==> config.mk <==
export PLATFORM = sky130hd
export DESIGN_NAME = key_action_ctrl_flat
export DESIGN_NICKNAME = d
export VERILOG_FILES = /design/src/rtl/key_action_ctrl_if.sv /design/src/rtl/key_action_ctrl.sv /design/src/flat_wrapper.sv
export SDC_FILE = /design/constraint.sdc
export NUM_CORES = 1
export LEC_CHECK = 0
export BUFFER_PORTS_ARGS = -buffer_cell sky130_fd_sc_hd__buf_2
export CAP_MARGIN = 15
export CORE_AREA = 2 2 84 86
export DETAILED_ROUTE_END_ITERATION = 10
export DIE_AREA = 0 0 86 88
export SETUP_SLACK_MARGIN = 0.1
export SLEW_MARGIN = 25
export SYNTH_ARGS = -nofsm -noshare
export SYNTH_HDL_FRONTEND = slang
export SYNTH_SLANG_ARGS = --single-unit
export TNS_END_PERCENT = 100
==> constraint.sdc <==
create_clock -name clk -period 4.4 [get_ports clk]
set_input_delay 0.44 -clock clk [delete_from_list [all_inputs] [get_ports clk]]
set_output_delay 0.44 -clock clk [all_outputs]
set_load 0.05 [all_outputs]
==> src/rtl/key_action_ctrl_if.sv <==
// Decoded PS/2 key event bus: {extended, scan code} plus
// one-cycle make (press) and brakk (release) strobes.
interface key_action_ctrl_if;
  logic [8:0] keyCode;
  logic       make;
  logic       brakk;

  modport master (
    output keyCode,
    output make,
    output brakk
  );

  modport slave (
    input keyCode,
    input make,
    input brakk
  );
endinterface

==> src/rtl/key_action_ctrl.sv <==
// Key-to-action controller: held keys, last-pressed-wins steering,
// pause toggle, rate-limited fire FSM. KEY_ACTION_AUTO_FIRE_EN = auto-fire.
module key_action_ctrl #(
  parameter logic [8:0]  LEFT_CODE       = 9'h16B,
  parameter logic [8:0]  RIGHT_CODE      = 9'h174,
  parameter logic [8:0]  FIRE_CODE       = 9'h029,
  parameter logic [8:0]  PAUSE_CODE      = 9'h04D,
  parameter logic [23:0] COOLDOWN_CYCLES = 24'd12_500_000
) (
  input  logic              clk,
  input  logic              reset,
  key_action_ctrl_if.slave  kev,
  input  logic              shot_active,
  output logic              move_left,
  output logic              move_right,
  output logic              fire,
  output logic              pause
);

  typedef enum logic [1:0] {
    S_IDLE,
    S_PEND,
    S_FIRE,
    S_COOL
  } state_e;

  state_e      state_q;
  logic [23:0] cnt_q;
  logic        left_q, right_q, fhold_q, phold_q;
  logic        left_d, right_d, fhold_d, phold_d;
  logic        dir_q, dir_d;
  logic        pause_q, pause_d;
  logic        mvl_q, mvl_d, mvr_q, mvr_d;
  logic        fire_q;
  logic        brk;
  logic        rise_l, rise_r, rise_f, rise_p;

  function automatic logic upd(
    input logic h,
    input logic hit,
    input logic mk,
    input logic br
  );
    if (mk && hit)
      return 1'b1;
    else if (br && hit)
      return 1'b0;
    return h;
  endfunction

  // make wins over a simultaneous brakk
  assign brk = kev.brakk & ~kev.make;

  always_comb begin
    left_d  = upd(left_q,  kev.keyCode == LEFT_CODE,
                  kev.make, brk);
    right_d = upd(right_q, kev.keyCode == RIGHT_CODE,
                  kev.make, brk);
    fhold_d = upd(fhold_q, kev.keyCode == FIRE_CODE,
                  kev.make, brk);
    phold_d = upd(phold_q, kev.keyCode == PAUSE_CODE,
                  kev.make, brk);
    rise_l  = left_d  & ~left_q;
    rise_r  = right_d & ~right_q;
    rise_f  = fhold_d & ~fhold_q;
    rise_p  = phold_d & ~phold_q;
    dir_d   = dir_q;
    if (rise_l)
      dir_d = 1'b0;
    else if (rise_r)
      dir_d = 1'b1;
    pause_d = pause_q ^ rise_p;
    mvl_d   = left_d & (~right_d | ~dir_d) & ~pause_d;
    mvr_d   = right_d & (~left_d | dir_d) & ~pause_d;
  end

  always_ff @(posedge clk) begin
    if (reset) begin
      left_q  <= 1'b0;
      right_q <= 1'b0;
      fhold_q <= 1'b0;
      phold_q <= 1'b0;
      dir_q   <= 1'b0;
      pause_q <= 1'b0;
      mvl_q   <= 1'b0;
      mvr_q   <= 1'b0;
      fire_q  <= 1'b0;
      cnt_q   <= '0;
      state_q <= S_IDLE;
    end else begin
      left_q  <= left_d;
      right_q <= right_d;
      fhold_q <= fhold_d;
      phold_q <= phold_d;
      dir_q   <= dir_d;
      pause_q <= pause_d;
      mvl_q   <= mvl_d;
      mvr_q   <= mvr_d;
      fire_q  <= 1'b0;
      case (state_q)
        S_IDLE: begin
          if (rise_f)
            state_q <= S_PEND;
        end
        S_PEND: begin
          if (!shot_active && !pause_q) begin
            state_q <= S_FIRE;
            fire_q  <= 1'b1;
          end
        end
        S_FIRE: begin
          cnt_q   <= COOLDOWN_CYCLES - 24'd1;
          state_q <= S_COOL;
        end
        S_COOL: begin
          // the zero-count cycle is itself an unpaused cooldown cycle
          if (!pause_q) begin
            if (cnt_q == 24'd0) begin
`ifdef KEY_ACTION_AUTO_FIRE_EN
              state_q <= fhold_q ? S_PEND : S_IDLE;
`else
              state_q <= S_IDLE;
`endif
            end else begin
              cnt_q <= cnt_q - 24'd1;
            end
          end
        end
        default: state_q <= S_IDLE;
      endcase
    end
  end

  assign move_left  = mvl_q;
  assign move_right = mvr_q;
  assign fire       = fire_q;
  assign pause      = pause_q;

endmodule

==> src/flat_wrapper.sv <==
// flat-port wrapper written by rule: the top's interface ports become plain ports
module key_action_ctrl_flat 
#(
  parameter logic [8:0]  LEFT_CODE       = 9'h16B,
  parameter logic [8:0]  RIGHT_CODE      = 9'h174,
  parameter logic [8:0]  FIRE_CODE       = 9'h029,
  parameter logic [8:0]  PAUSE_CODE      = 9'h04D,
  parameter logic [23:0] COOLDOWN_CYCLES = 24'd12_500_000
)
  (clk, reset, shot_active, move_left, move_right, fire, pause, kev_keyCode, kev_make, kev_brakk);
  key_action_ctrl_if kev_i ();
  input  logic clk;
  input  logic reset;
  input  logic shot_active;
  output logic move_left;
  output logic move_right;
  output logic fire;
  output logic pause;
  input wire logic [$bits(kev_i.keyCode)-1:0] kev_keyCode;
  input wire logic [$bits(kev_i.make)-1:0] kev_make;
  input wire logic [$bits(kev_i.brakk)-1:0] kev_brakk;
  assign kev_i.keyCode = kev_keyCode;
  assign kev_i.make = kev_make;
  assign kev_i.brakk = kev_brakk;
  key_action_ctrl #(.LEFT_CODE(LEFT_CODE), .RIGHT_CODE(RIGHT_CODE), .FIRE_CODE(FIRE_CODE), .PAUSE_CODE(PAUSE_CODE), .COOLDOWN_CYCLES(COOLDOWN_CYCLES)) u_core (.clk(clk), .reset(reset), .kev(kev_i), .shot_active(shot_active), .move_left(move_left), .move_right(move_right), .fire(fire), .pause(pause));
endmodule
# == Yosys cells after proc, flatten, opt, wreduce, memory -nomap -nowiden ==
# Index checks and enable logic that the tools add are counted.
# op_classes
n_addsub,1
multipliers,0
div_mod_pow,0
n_lt_le_gt_ge,0
eq_ne,12
shifts,0
n_mux,31
bitwise,22
reduce_logical,17
# ops
cell,n
$mux W24,2
$pmux W24 S2,1
$logic_not A24 Y1,1
$sub A24 B1 Y24 const B,1
$mux W1,23
$eq A9 B9 Y1 const B,2
$not A1 Y1,10
$and A1 B1 Y1,9
$eq A9 B6 Y1 const B,1
$eq A9 B7 Y1 const B,1
$logic_and A1 B1 Y1,9
$mux W2,4
$pmux W2 S4,1
$ne A2 B1 Y1 const B,3
$eq A2 B2 Y1 const B,2
$ne A2 B2 Y1 const B,2
$reduce_and A4 Y1,1
$reduce_and A3 Y1,1
$eq A2 B1 Y1 const B,1
$logic_not A1 Y1,2
$logic_not A2 Y1,1
$or A1 B1 Y1,2
$reduce_bool A2 Y1,1
$reduce_or A2 Y1,1
$xor A1 B1 Y1,1
# totals
ff_bits,35
latchBits,0
ram_bits,0
romBits,0
input_bits,14
out_inout_bits,4
elab_cells,94
memories,0

# == Depth between registers and ports, before layout ==
# logic_depth
depth_word,13
depth_mapped,9
depth_no_buf,7

# == Worst setup path before layout ==
# OpenSTA, ideal clock, no wires.
# synth_path
path_kind,register to register
start,register u_core.cnt_q[2]
end,register u_core.cnt_q[21]
setup_time_ns,0.074
arrival_time_ns,1.959
t_required_ns,4.326
path_slack_ns,2.366
stages_incl_launch_ff,7
n_path_buf,1
synth_period_minus_slack_ns,2.034
cell_sequence,dfxtp_1 > nor4_4 > nand4_2 > or3_1 > clkbuf_2 > or4_1 > a31oi_1
# synth_between
elab_chain_len,4
elab_cells_between_ends,7
classes_between,1 x add/sub; 1 x eq/ne; 3 x mux; 2 x reduce/logical
# synth_lines
element,line_no,text
start: declaration,key_action_ctrl.sv:28,logic [23:0] cnt_q;
start signal: assignment,key_action_ctrl.sv:112,cnt_q <= COOLDOWN_CYCLES - 24'd1;
start signal: assignment,key_action_ctrl.sv:125,cnt_q <= cnt_q - 24'd1;
$sub A24 B1 Y24,key_action_ctrl.sv:125,
$mux W24,key_action_ctrl.sv:118,if (cnt_q == 24'd0) begin
$mux W24,key_action_ctrl.sv:117,if (!pause_q) begin
$pmux W24 S2,key_action_ctrl.sv:100,case (state_q)
# Several ways; a longest one is shown, not always the timed one. The select of a mux whose other input is x is not followed.
# A chain may end at the register's enable or synchronous reset.

# == Final worst setup path ==
# layout_path
start,register u_core.cnt_q[2]
end,register u_core.cnt_q[12]
# The elaborated chain is that of the path after synthesis.

==> summary.md <==
| Metric | Value |
|---|---|
| Fin crit share | `53.9%` |
| Routed WL per cell | `12.5 um` |
| Post-Route WL | `3.89 mm` |
| Initial core utilization | `28.9%` |
| Post_cts resized | `0` |
| Full die area | `7570 um2` |
| RSZ-0062 raised after global routing | `no` |
| Endpoints failing setup | `0` |
| Worst Path Max Fanout | `24` |
| Detailed Place HPWL | `2.80 mm` |
| Register share of total power | `54.5%` |
| Worst-Skew Late Latency | `290 ps` |
| Area Overhead vs Synth | `10.1%` |
| PwrDens | `277 nW/um2` |
| First-pass GRT wire length | `between 6 and 7 mm` |
| Min cycle time layout | `2370 ps` |
| Switching Fraction | `22.7%` |
| Post-route total power | `approximately 590 uW` |
| Die height | `88 um` |
| GP Congestion | `0.747` |
| Fin. Hold Viols | `0` |
| Pin count of the biggest net entering global routing | `31` |
| 1st-pass router iterations | `4` |
| Main area contributors after synthesis | `dfxtp_1 (36%), o31ai_1 (4.3%), ha_1 (3.9%)` |
| Post-route setup TNS | `0 ps` |
| Share of layout cells above drive strength 1 | `15.2%` |
| Total CTS buffers | `5` |
| DRC | `0` |
| Worst setup SP type | `register` |
| Crit end category | `register` |
| Worst EP required | `4610 ps` |
| Status | `finished, final reports clean` |
| Hold Buf Count CTS | `0` |
| Power share of the combinational group | `approximately 5.5%` |
| Die Width | `~86 um` |
| Cell area after layout | `2120 um2` |
| Least-Margin Pin Slew | `784 ps` |
| Number of vias per cell | `5.40` |
| IR drop worst, VDD | `0.000106 V` |
| Clock root buffer | `clkbuf_8` |
| Clk sink count | `35` |
| Most frequent cells after synthesis | `dfxtp_1 (35), nor2_1 (14), a31oi_1 (11), o31ai_1 (11)` |
| Antenna Violating Nets Remaining | `0` |
| Dpl cells | `303` |
| Post-Route M1 WL | `2.02 mm` |
| Worst clock skew | `7.38 ps` |
| Total gr overflow | `0` |
| Synth area leader | `dfxtp_1` |
| Total number of vias | `~1.7k` |
| H-tree levels | `2` |
| EDFF count, synth | `0` |
| Most common cell in the netlist | `dfxtp_1` |
| Worst stage delay on the critical path | `about 700 ps` |
| Layout Nets | `250` |
| Met2 WL post-DR | `roughly 1.7 mm` |
| Placed Area | `2030 um2` |
| Initial antenna violation count | `0` |
| Synth Flop Type | `dfxtp_1` |
| Non-Filler Instances | `310` |
| Pint | `454 uW` |
| Syn Area/Cell | `8.90 um2` |
| DR top layer | `met4` |
| Netlist cell types | `50` |
| Seq/Total Area, Yosys | `36.4%` |
| Pins Over Slew Limit | `0` |
| Crit path kind | `reg2reg` |
| Row count | `30` |
| Max Cap Viol | `0` |
| Critical path's slowest cell | `o211ai_2` |
| Sw power | `133 uW` |
| Asr flop ratio synth | `0%` |
| Synthesized area | `1920 um2` |
| CTS tree | `done` |
| Clock Tree Buf Depth | `2` |
| Clock Pin Slew Worst Setup and Hold Paths | `70 ps` |
| Hold crit path type | `in2reg` |
| Clock power frac | `40.0%` |
| # diodes | `0` |
| All-layer global routing usage | `11.2%` |
| CP Cell Sequence | `nor4_4, nand4_1, o211ai_2, o21ai_0, a31oi_1` |
| Rel. slew slack | `47.6%` |
| Post-synth top area share | `36.4%` |
| DRT iter0 DRCs | `89` |
| Synth warn | `0` |
| Post-synthesis register bit count | `35` |
| Placeable Area | `6640 um2` |
| Fmax | `0.421 GHz` |
| IO Pins | `18` |
| Static Leak | `0.000822 uW` |
| Number of global-route vias before repair | `1502` |
| Number of port buffers | `17` |
| CP arrival | `2580 ps` |
| Met3 wire length | `111 um` |
| Syn Nets | `about 240` |
| Gate Count Post-Synth | `216` |
| Setup bufs post-CTS | `0` |
metal layers:
layer	GRT usage, %	vias to the layer above
met2	18.2	12
met1	14.6	797
met5	0	-
li1	-	862
met4	3.03	0
met3	3.20	4
worst max-delay path, delay by kind of cell (launching register included):
| kind | cells | cell delay [ps] |
|---|---|---|
| simple gates | 2 | 840 |
| compound gates | 3 | 1080 |
| flops | 1 | 360 |
cell type report:
cell class / count / area, um2
fill: 682 / 4530
clock inverter: 1 / 5.00
multi-input combinational: 165 / 1120
sequential: 35 / 701
clock buffer: 6 / 82.6
tap: 80 / 100
inverter: 6 / 22.5
timing repair buffer: 17 / 85.1
power groups by stage:
stage | Clock [uW] | Combinational, uW | Sequential, uW
finish | 235 | 32.3 | 320
detailed placement | 0 | 32.7 | 327
global placement | 0 | 31.9 | 327
CTS | 244 | 32.7 | 320
global route | 260 | 36.1 | 320
floorplan | 0 | 20.6 | 328
stage by stage:
stage	utilization [%]	hold WS [ps]	setup WS, ps
CTS	31.9	324	2010
floorplan	-	432	2370
global route	31.9	328	1740
detailed placement	30.6	449	2030
global placement	30.6	442	2080
finish	31.9	327	2030
sequential cells by signal (all words and copies together), names as in the netlist, named ones only:
name               flops
u_core.cnt_q          24
u_core.dir_q           1
u_core.fire            1
u_core.left_q          1
u_core.move_left       1
u_core.move_right      1
u_core.pause           1
u_core.right_q         1
u_core.state_q         2
worst paths after layout:
check,slack (ps),start,endpoint,depth (start not counted)
worst max-delay path,2030,u_core.cnt_q[2],u_core.cnt_q[12],5
worst min-delay path,330,shot_active,u_core.fire,2
worst max register to register,2030,u_core.cnt_q[2],u_core.cnt_q[12],5
worst min register to register,460,register,register,2
cell families (layout without fill, tap and decap cells):
logic type | count (synthesis) | in the layout | synth area share (%)
buf+inv | 16 | 30 | 5.20
fa+ha+maj | 6 | 6 | 3.90
simple gates | 94 | 94 | 31.2
xor+xnor | 4 | 4 | 1.82
flops | 35 | 35 | 36.4
compound gates | 59 | 59 | 20.4
mux | 2 | 2 | 1.04
placed cells by master, fill, tap and decap left out, drive strengths merged, types with 2 or more instances in the layout:
cell type and count:
dfxtp 35, buf 17, nor2 14, o31ai 11, a31oi 11, o21ai 11, or4 11, a21oi 10
or3 10, nand2 9, nand4 9, inv 6, nand3 6, nor3 6, ha 6, clkbuf 6
nand2b 5, nor4b 4, nor4 4, nand4b 3, o211a 3, a311oi 3, a211oi 3, xnor2 3
and2 2, or2 2, nor2b 2, o21bai 2, and4 2, mux2i 2, o21a 2
No activity file was read; power rests on OpenSTA's default activity.
